**config.mk**
```make
export PLATFORM = sky130hd
export DESIGN_NAME = fetch_stage
export DESIGN_NICKNAME = d
export VERILOG_FILES = /design/src/rtl/fetch_stage.sv
export SDC_FILE = /design/constraint.sdc
export NUM_CORES = 1
export LEC_CHECK = 0
export CAP_MARGIN = 15
export CELL_PAD_IN_SITES_DETAIL_PLACEMENT = 1
export CELL_PAD_IN_SITES_GLOBAL_PLACEMENT = 1
export CORE_UTILIZATION = 41
export DETAILED_ROUTE_END_ITERATION = 8
export GPL_ROUTABILITY_DRIVEN = 0
export GPL_TIMING_DRIVEN = 0
export PLACE_DENSITY = 0.85
export SLEW_MARGIN = 20
export SYNTH_ARGS = -nofsm -noshare
export SYNTH_HDL_FRONTEND = slang
export SYNTH_SLANG_ARGS = --single-unit
```
**constraint.sdc**
```tcl
create_clock -name clk -period 11.3 [get_ports clk]
set_input_delay 2.26 -clock clk [delete_from_list [all_inputs] [get_ports clk]]
set_output_delay 2.26 -clock clk [all_outputs]
set_load 0.01 [all_outputs]
```
**src/rtl/fetch_stage.sv**
```systemverilog
// Instruction-fetch stage with IF/ID pipeline register for the 5-stage RV32 core.
// Drives a synchronous instruction memory (data one cycle after address) and absorbs stalls/redirects.
module fetch_stage #(
  parameter logic [31:0] RESET_PC = 32'h0000_0000,
  parameter logic [31:0] NOP_INST = 32'h0000_0013
) (
  input  logic        clk,
  input  logic        rst,
  input  logic        stall,
  input  logic        redirect,
  input  logic [31:0] redirect_pc,
  output logic        im_req,
  output logic [31:0] im_addr,
  input  logic [31:0] im_rdata,
  output logic [31:0] if_id_inst,
  output logic [31:0] if_id_pc,
  output logic        if_id_valid
);

  localparam logic [31:0] RESET_PC_ALIGNED = {RESET_PC[31:2], 2'b00};

  logic [31:0] pc_q;
  logic        pend_valid;
  logic [31:0] pend_pc;
  logic [31:0] redirect_addr;

  assign redirect_addr = {redirect_pc[31:2], 2'b00};

  // NOTE: every output is given a default first so no path leaves it unassigned (no latch).
  always_comb begin
    im_req  = 1'b1;
    im_addr = pc_q;
    if (rst) begin
      im_req = 1'b0;
    end else if (redirect) begin
      im_addr = redirect_addr;
    end else if (stall) begin
      // Re-read the pending word so im_rdata is still valid when the stall lifts.
      im_req  = pend_valid;
      im_addr = pend_pc;
    end
  end

  // NOTE: sequential state uses non-blocking assignments so all registers update from pre-edge values.
  always_ff @(posedge clk or posedge rst) begin
    if (rst) begin
      pc_q        <= RESET_PC_ALIGNED;
      pend_valid  <= 1'b0;
      pend_pc     <= RESET_PC_ALIGNED;
      if_id_inst  <= NOP_INST;
      if_id_pc    <= 32'h0;
      if_id_valid <= 1'b0;
    end else if (redirect) begin
      // The in-flight word belongs to the wrong path; drop it and insert a bubble.
      pc_q        <= redirect_addr + 32'd4;
      pend_valid  <= 1'b1;
      pend_pc     <= redirect_addr;
      if_id_inst  <= NOP_INST;
      if_id_pc    <= 32'h0;
      if_id_valid <= 1'b0;
    end else if (!stall) begin
      pc_q       <= pc_q + 32'd4;
      pend_valid <= 1'b1;
      pend_pc    <= pc_q;
      if (pend_valid) begin
        if_id_inst  <= im_rdata;
        if_id_pc    <= pend_pc;
        if_id_valid <= 1'b1;
      end else begin
        if_id_inst  <= NOP_INST;
        if_id_pc    <= 32'h0;
        if_id_valid <= 1'b0;
      end
    end
  end

endmodule
```
==> impl_results.md, run 1 <==
- Final setup viols: 0
- Asr flop ratio synth: 100%
- Die ar.: 0.0167 mm²
- Die W: 129 µm
- Clock Latency Late Sink: 0.42 ns
- Fraction of layout instances using a drive strength above 1: 11.2%
- Ys Warns: 0
- Post-CTS Setup Repair Bufs: 0
- Post-Place Setup Slack: 4.16 ns
- Post-synth top cells: 125 x dfrtp_1, 67 x nand2_1, 61 x a22o_1, 48 x mux2i_1, 44 x o21ai_0
- Top cells by area, synth: dfrtp_1 47%, a22o_1 8.0%, mux2i_1 7.2%
- Root Buffer Master: clkbuf_16
- Status: finished clean
- Post-Route Setup TNS: 0 ns
- # diodes: 0
- Vias in the first global route: 6456
- Final WL: 23000 µm
- Largest net degree at the start of global routing: 34
- Crit-path max FO: 10
- Post-DP HPWL: 16700 µm
- Synthesis-stage register bit count: 128
- FP Rows: 46
- Initial antenna violation count: 0
- First-pass GRT wire length: 35800 µm
- Required time worst endpoint: 9.04 ns
- Die height: 129 µm
- EDFF count, synth: 0
- Hold_buf cts: 0
- Syn Nets: 684
- Worst hold path type: register to register
- Worst-path cell chain: clkdlybuf4s50_1, nor2b_1, clkbuf_1, clkbuf_1, clkbuf_1, and3_1, clkdlybuf4s50_1
- Final max-slew violation count: 0
- I/O pin total: 166
- Clock Skew: 0.00773 ns
- CTS H-Tree Depth: 4
- Routed vias: 5900
- Crit share post-route: 63.5%
- Post-synthesis cell count: 615
- Clock tree buffer depth: 2
- Worst Tran Pin Value: 0.885 ns
- Max-Cap Viols: 0
- RSZ-0062 raised after global routing: false
- Core area: 0.0158 mm²
- IO Port Bufs: 162
- Count leader, synth: dfrtp_1
- Pwr/cell area: 145 mW/mm²
- First-pass DRT Iterations: 5
- CTS tree: yes
- Overflow after GRT: 0
- Slowest cell on the critical path: clkdlybuf4s50_1
- Antenna Nets Post-Route: 0
- Drt wl/cell: 22.4 µm
- CTS Buf Count: 17
- R2R Setup Slk: 8.53 ns
- Final WS setup: 4.13 ns
- Drt via density: 5.74
- Layout area overhead: 38.4%
- Nets: 869
- Drt drc: 0
- Maximum vdd ir drop: 0.000118 V
- Relative slew margins: 41.0%
- Synth Area per Inst: 10.8 µm²
- Initial Util: 42.0%
- Post_cts resized: 0
- Final hold violations: 0
- Critical path type: input port to primary output
- Seq/Total Area, Yosys: 48.3%
- Most used DFF post-synth: dfrtp_1
- Lkg Pwr: 0.00381 µW
- Fin crit period: 7.17 ns
- CTS clk-pin slew, worst paths: 0.06 ns
- Total global routing track utilization: 28.5%
- Worst hold slack: 0.488 ns
- Worst path max stage delay: 0.56 ns
- CP endpoint kind: primary output
- Data arrival time of the worst path: 4.91 ns
- CTS Sinks: 128
- Synth cell types: 50
- F_max: 139 MHz
- Synth top area share: 47.1%
- CP most frequent cell: clkbuf_1
- Worst path bufs/invs: 5
- Crit path launch type: input port
- DRT iter0 DRCs: 316
- Cell Area, Synth: 0.00664 mm²
- Post-synth top area cell: dfrtp_1
- Largest delay share family, worst path: buffers and inverters
==> flip-flops by register name (all words and copies together) (netlist names) <==
signal and flops:
pc_q 30, if_id_valid 1, if_id_inst 32, if_id_pc 32
pend_pc 32, pend_valid 1
==> worst register-to-register path, delay by kind of cell (launching register included) <==
kind / cells / cell delay [ns]
multiplexers: 1 / 0.09
flip-flops: 1 / 0.42
AND/OR/NAND/NOR: 2 / 0.50
adder cells (fa/ha/maj): 1 / 0.38
XOR/XNOR: 1 / 0.16
AO/OA/AOI/OAI: 3 / 1.05
buffers and inverters: 1 / 0.06
==> worst paths after layout <==
kind                             start     endpoint  cells after the start
min reg2reg                if_id_valid  if_id_valid                      2
min                        if_id_valid  if_id_valid                      2
max                              stall   im_addr[1]                      7
max in group asynchronous          rst  pend_pc[13]                      5
max reg2reg                    pc_q[2]     pc_q[28]                      9
min in group asynchronous          rst      pc_q[8]                      3
==> logic make-up (layout without fill, tap and decap cells) <==
family | Yosys count | after routing | synth area share [%]
mux | 79 | 79 | 12.5
compound gates | 136 | 136 | 15.3
buf+inv | 45 | 242 | 3.32
fa+ha+maj | 1 | 1 | 0.188
xor+xnor | 52 | 52 | 6.86
flops | 128 | 128 | 48.3
simple gates | 174 | 174 | 13.6
==> power breakdown <==
part           internal, µW  switching (µW)
clock                   322             214
combinational           133             125
sequential              497            38.3
==> metrics by stage <==
stage          power, µW  utilization (%)  cell area, µm²  instances
2_1_floorplan        660                -            6640        615
3_3_place_gp         781             53.9            8530        993
3_5_place_dp         798             54.5            8620        997
4_1_cts             1340             58.1            9190       1028
5_1_grt             1380             58.1            9190       1028
6_report            1330             58.1            9190       1028
==> area by class of cell <==
| class | instances | area [µm²] |
|---|---|---|
| fillers | 1681 | 6640 |
| multi-input cells | 442 | 3210 |
| flip-flops and latches | 128 | 3210 |
| repair buffers | 166 | 1710 |
| clock buffers | 17 | 425 |
| well taps | 216 | 270 |
| plain buffers | 40 | 203 |
| clock inverters | 14 | 143 |
| inverters | 5 | 18.8 |
==> routing by layer <==
| metal | GRT usage [%] | wire (µm) |
|---|---|---|
| met4 | 11.3 | 450 |
| met3 | 5.62 | 1630 |
| met5 | 0 | 0 |
| met2 | 49.6 | 11500 |
| met1 | 34.8 | 9410 |
==> cell usage in the layout, fill, tap and decap left out, drive strengths merged, types with 10 or more instances in the layout <==
master         count
a22o              61
xnor2             39
xor2              13
clkdlybuf4s50    162
nor2              22
buf               16
nand3b            10
nand2             67
nand3             19
nand4             12
dfrtp            125
o21ai             46
mux2i             48
a21oi             11
nor3              11
clkbuf            45
mux2              31
(Power assumes the default switching activity.)
==> run 2: changes to the inputs <==
- CORE_UTILIZATION: 41 -> 38
- PLACE_DENSITY: 0.85 -> 0.8
- clock period: 11.3 -> 7.2 ns (I/O delays scaled with it)
==> run 2 against run 1 <==
Via count is 1.6% lower. Largest power group unchanged. Routed wire length down 2.8%. Sequential cell count unchanged. Largest cell class unchanged. Core utilization decreased by 3.4 points. Count of clock-buffer cells in the layout is 4 higher. Critical path type unchanged.
==> impl_results.md, run 2 (synthesis gave the netlist of run 1 again) <==
- CTS Buf Count: 17 (unchanged)
- Placed cells: 998 (was 997)
- Metal1 wirelength: 9710 µm (was 9410 µm)
- Drt drc: 0 (unchanged)
- Most frequent cells in the layout: 162 x clkdlybuf4s50_1, 125 x dfrtp_1, 67 x nand2_1 (unchanged)
- Worst hold slack: 0.494 ns (was 0.488 ns)
- Biggest regs: if_id_inst (32), if_id_pc (32), pend_pc (32) (unchanged)
- Lkg Pwr: 0.00382 µW (was 0.00381 µW)
- Required time worst endpoint: 5.76 ns (was 9.04 ns)
- Routed vias: 5808 (was 5900)
- Sw Share: 26.7% (was 28.4%)
- F_max: 181 MHz
- # diodes: 0 (unchanged)
- Final Instance Count excl. Fillers: 1030 (was 1028)
- Post-CTS Setup Repair Bufs: 0 (unchanged)
- Hold_buf cts: 0 (unchanged)
- I/O pin total: 166 (unchanged)
- Crit path launch type: input port (unchanged)
- Placed inst area: 0.00858 mm² (was 0.00862 mm²)
- Post_cts resized: 0 (unchanged)
- Die W: 134 µm (was 129 µm)
- Post-Route Setup TNS: 0 ns (unchanged)
- CTS H-Tree Depth: 4 (unchanged)
- Commonest non-fill, non-tap cell in the layout: clkdlybuf4s50_1 (unchanged)
- Clock Skew: 0.00525 ns (was 0.00773 ns)
- CP endpoint kind: primary output (unchanged)
- Initial antenna violation count: 1 (was 0)
- Final WL: 22400 µm (was 23000 µm)
- Maximum vdd ir drop: 0.000173 V (was 0.000118 V)
- Total global routing track utilization: 26.1% (was 28.5%)
- Relative slew margins: 42.8% (was 41.0%)
- Vias in the first global route: 6297 (was 6456)
- Data arrival time of the worst path: 4.09 ns (was 4.91 ns)
- Largest net degree at the start of global routing: 71 (was 34)
- CTS clk-pin slew, worst paths: 0.05 ns (was 0.06 ns)
- DRT iter0 DRCs: 308 (was 316)
- Clock tree buffer depth: 2 (unchanged)
- FP Rows: 47 (was 46)
- Sw Pwr: 576 µW (was 377 µW)
- Initial Util: 39.5% (was 42.0%)
- First-pass GRT wire length: 35700 µm (was 35800 µm)
- Drt via density: 5.64 (was 5.74)
- RSZ-0062 raised after global routing: false (unchanged)
- IO Port Bufs: 162 (unchanged)
- Max-Cap Viols: 0 (unchanged)
- Top Layer Used: met5 (was met4)
- Status: finished clean (unchanged)
- Pwr/cell area: 234 mW/mm² (was 145 mW/mm²)
- Crit share post-route: 76.9%
- Fin crit period: 5.53 ns
- Overflow after GRT: 0 (unchanged)
- Drt wl/cell: 21.7 µm (was 22.4 µm)
- Post-layout util: 54.7% (was 58.1%)
- Internal power: 1580 µW (was 952 µW)
- R2R Setup Slk: 4.39 ns (was 8.53 ns)
- Worst Tran Pin Value: 0.858 ns (was 0.885 ns)
- Clock Latency Late Sink: 0.42 ns (about the same)
- Antenna Nets Post-Route: 0 (unchanged)
- Root Buffer Master: clkbuf_16 (unchanged)
- CTS tree: yes (unchanged)
- Post-DP HPWL: 15900 µm (was 16700 µm)
- Combinational power share: 18.5% (was 19.4%)
- Die height: 134 µm (was 129 µm)
- Post-route cell area: 0.00920 mm² (was 0.00919 mm²)
- CTS Sinks: 128 (unchanged)
- Die ar.: 0.0180 mm² (was 0.0167 mm²)
- Met3 wire len: 1400 µm (was 1630 µm)
- Sequential power share: 38.9% (was 40.3%)
- Layout area overhead: 38.5% (was 38.4%)
- Fraction of layout instances using a drive strength above 1: 10.7% (was 11.2%)
- Worst hold path type: register to register (unchanged)
- Core area: 0.0168 mm² (was 0.0158 mm²)
- Final hold violations: 0 (unchanged)
- Final max-slew violation count: 0 (unchanged)
- Met2 wire len: 10700 µm (was 11500 µm)
- Clk pwr share: 42.6% (was 40.3%)
- Crit-path max FO: 10 (unchanged)
- Final setup viols: 0 (unchanged)
- Critical path type: input port to primary output (unchanged)
- First-pass DRT Iterations: 5 (unchanged)
- Nets: 866 (was 869)
## run 2: per-layer routing
metal	up-vias	global-route usage, %
met5	-	0
met4	2	9.61
met3	39	5.59
met2	229	42.9
met1	2948	33.6
li1	2590	-
## run 2: final cells by class
type / count / area [µm²]
fillers: 1807 / 7620
clock inverters: 11 / 164
flip-flops and latches: 128 / 3210
inverters: 5 / 18.8
repair buffers: 163 / 1650
multi-input cells: 442 / 3210
plain buffers: 40 / 213
well taps: 220 / 275
clock buffers: 21 / 460
## run 2: power groups by stage
stage               Clock, µW  Sequential, µW  Combinational, µW
floorplan                   0             842                193
global placement            0             846                382
detailed placement          0             851                396
CTS                       928             839                401
global route              961             847                430
finish                    920             839                398
## run 2: final timing paths
path,cells past startpoint,from,to
worst max-delay path,7,stall,im_addr[16]
worst min-delay path,1,pend_pc[6],if_id_pc[6]
worst max register to register,9,pc_q[2],pc_q[28]
worst min register to register,1,pend_pc[6],if_id_pc[6]
max in group asynchronous,4,rst,pend_pc[12]
min in group asynchronous,3,rst,pc_q[2]
## run 2: per-stage QoR
step,setup WS (ns),total power [µW]
finish,1.67,2160
CTS,1.67,2170
global route,1.51,2240
floorplan,0.141,1040
global placement,-2.32,1230
detailed placement,1.68,1250
## run 2: critical path, stage by stage
cell             delay, ns
clkdlybuf4s50_1       0.53
buf_4                 0.23
clkbuf_1              0.67
mux2i_1               0.17
o21ai_0               0.29
mux2_2                0.21
clkdlybuf4s50_1       0.53
==> run 3: changes to the inputs <==
- clock period: 7.2 -> 5.4 ns (I/O delays scaled with it)
==> run 3 against run 2 <==
Count of clock-buffer cells in the layout fell by 3. Core utilization about the same. Die area did not move. Power increased by 33%. Clock skew is essentially flat. Largest power group unchanged.
==> impl_results.md, run 3 (synthesis gave the netlist of run 1 again) <==
- Routed vias: 5756 (was 5808)
- Biggest regs: if_id_inst (32), if_id_pc (32), pend_pc (32) (unchanged)
- Initial antenna violation count: 0 (was 1)
- Die ar.: 0.0180 mm² (unchanged)
- First-pass GRT wire length: 35700 µm (about the same)
- Lkg Pwr: 0.00382 µW (about the same)
- F_max: 211 MHz
- R2R Setup Slk: 2.63 ns (was 4.39 ns)
- Reg-to-Reg Start: pc_q[2] (unchanged)
- DRT iter0 DRCs: 297 (was 308)
- Post-CTS Setup Repair Bufs: 0 (unchanged)
- Core area: 0.0168 mm² (unchanged)
- Layout area overhead: 38.5% (about the same)
- Critical path type: input port to primary output (unchanged)
- FP Rows: 47 (unchanged)
- First-pass DRT Iterations: 7 (was 5)
- Die height: 134 µm (unchanged)
- Final WL: 22200 µm (was 22400 µm)
- Clock tree buffer depth: 2 (unchanged)
- Vias in the first global route: 6429 (was 6297)
- Worst hold path type: register to register (unchanged)
- CTS Sinks: 128 (unchanged)
- Clock Latency Late Sink: 0.42 ns (about the same)
- R2R cell count: 9 (unchanged)
- Drt via density: 5.59 (was 5.64)
- # diodes: 0 (unchanged)
- Overflow after GRT: 0 (unchanged)
- Total global routing track utilization: 25.8% (was 26.1%)
- Most frequent cells in the layout: 162 x clkdlybuf4s50_1, 125 x dfrtp_1, 67 x nand2_1 (unchanged)
- CP endpoint: im_addr[15] (was im_addr[16])
- Post_cts resized: 0 (unchanged)
- Nets: 866 (unchanged)
- Clock Skew: 0.00568 ns (was 0.00525 ns)
- Fin crit period: 4.74 ns
- Drt drc: 0 (unchanged)
- Status: finished clean (unchanged)
- Placed cells: 998 (unchanged)
- Fraction of layout instances using a drive strength above 1: 10.9% (was 10.7%)
- Pwr/cell area: 312 mW/mm² (was 234 mW/mm²)
- Antenna Nets Post-Route: 0 (unchanged)
- Final Instance Count excl. Fillers: 1030 (unchanged)
- CTS tree: yes (unchanged)
- Drt wl/cell: 21.5 µm (was 21.7 µm)
- Worst Tran Pin Value: 0.846 ns (was 0.858 ns)
- I/O pin total: 166 (unchanged)
- Data arrival time of the worst path: 3.66 ns (was 4.09 ns)
- CTS H-Tree Depth: 4 (unchanged)
- Worst setup path start: stall (unchanged)
- Final setup viols: 0 (unchanged)
- Initial Util: 39.5% (unchanged)
- Maximum vdd ir drop: 0.000235 V (was 0.000173 V)
- Die W: 134 µm (unchanged)
- Crit-path max FO: 10 (unchanged)
- Max-Cap Viols: 0 (unchanged)
- Hold_buf cts: 0 (unchanged)
- Final hold violations: 0 (unchanged)
- Required time worst endpoint: 4.32 ns (was 5.76 ns)
- Crit share post-route: 87.8%
- RSZ-0062 raised after global routing: false (unchanged)
- CTS clk-pin slew, worst paths: 0.06 ns (was 0.05 ns)
- Reg-to-reg endpoint: pc_q[28] (unchanged)
- Root Buffer Master: clkbuf_16 (unchanged)
- Largest net degree at the start of global routing: 72 (was 71)
- IO Port Bufs: 162 (unchanged)
- Relative slew margins: 43.6% (was 42.8%)
- Worst hold slack: 0.489 ns (was 0.494 ns)
- CTS Buf Count: 17 (unchanged)
- CP endpoint kind: primary output (unchanged)
- Commonest non-fill, non-tap cell in the layout: clkdlybuf4s50_1 (unchanged)
- Post-DP HPWL: 16000 µm (was 15900 µm)
- Final max-slew violation count: 0 (unchanged)
- Crit path launch type: input port (unchanged)
run 3: cell count changes in the layout (fill, tap and decap cells not counted):
cell / before / now
clkinvlp_4: 2 / 3
inv_6: 0 / 2
clkbuf_8: 2 / 0
clkbuf_1: 30 / 29
run 3: report_power, final:
| group | switching [µW] | internal [µW] | leakage (µW) |
|---|---|---|---|
| clock | 447 | 771 | 0.000296 |
| sequential | 78.0 | 1040 | 0.00161 |
| combinational | 255 | 275 | 0.00191 |
run 3: how the worst min path moves through the flow:
stage,startpoint,to,slack [ns],depth (start not counted)
after floorplan,pend_valid,pend_valid,0.46,1
after global placement,pend_pc[28],if_id_pc[28],0.48,1
after detailed placement,pend_pc[23],if_id_pc[23],0.48,1
after CTS,pend_pc[23],if_id_pc[23],0.49,1
after global routing,pend_pc[23],if_id_pc[23],0.51,1
final,if_id_valid,if_id_valid,0.49,2
run 3: area by class of cell:
type | count | area [µm²]
clock inverters | 14 | 189
clock buffers | 18 | 429
well taps | 220 | 275
repair buffers | 163 | 1650
flip-flops and latches | 128 | 3210
fillers | 1823 | 7620
plain buffers | 40 | 213
multi-input cells | 442 | 3210
inverters | 5 | 18.8
run 3: stage by stage:
| stage | setup TNS [ns] | total power, µW | worst slack, ns | util, % | area [µm²] |
|---|---|---|---|---|---|
| 3_3_place_gp | -10.25 | 1640 | -1.19 | 50.8 | 8550 |
| 2_1_floorplan | 0 | 1380 | 0.643 | - | 6650 |
| 3_5_place_dp | 0 | 1660 | 0.657 | 51.0 | 8580 |
| 5_1_grt | 0 | 2980 | 0.502 | 54.7 | 9200 |
| 4_1_cts | 0 | 2890 | 0.628 | 54.7 | 9200 |
| 6_report | 0 | 2870 | 0.656 | 54.7 | 9200 |
run 3: worst max-delay path, stage by stage:
cell and delay, ns:
clkdlybuf4s50_1 0.52, buf_4 0.23, clkbuf_1 0.66, mux2i_1 0.25, o21ai_0 0.11, mux2_2 0.32
clkdlybuf4s50_1 0.49
run 3: per-layer routing:
layer	vias up	track usage, %	part of all wire (%)
li1	2597	-	-
met1	2888	33.2	43
met2	228	42.6	49
met3	43	5.59	6.1
met4	0	9.55	2.0
met5	-	0	0
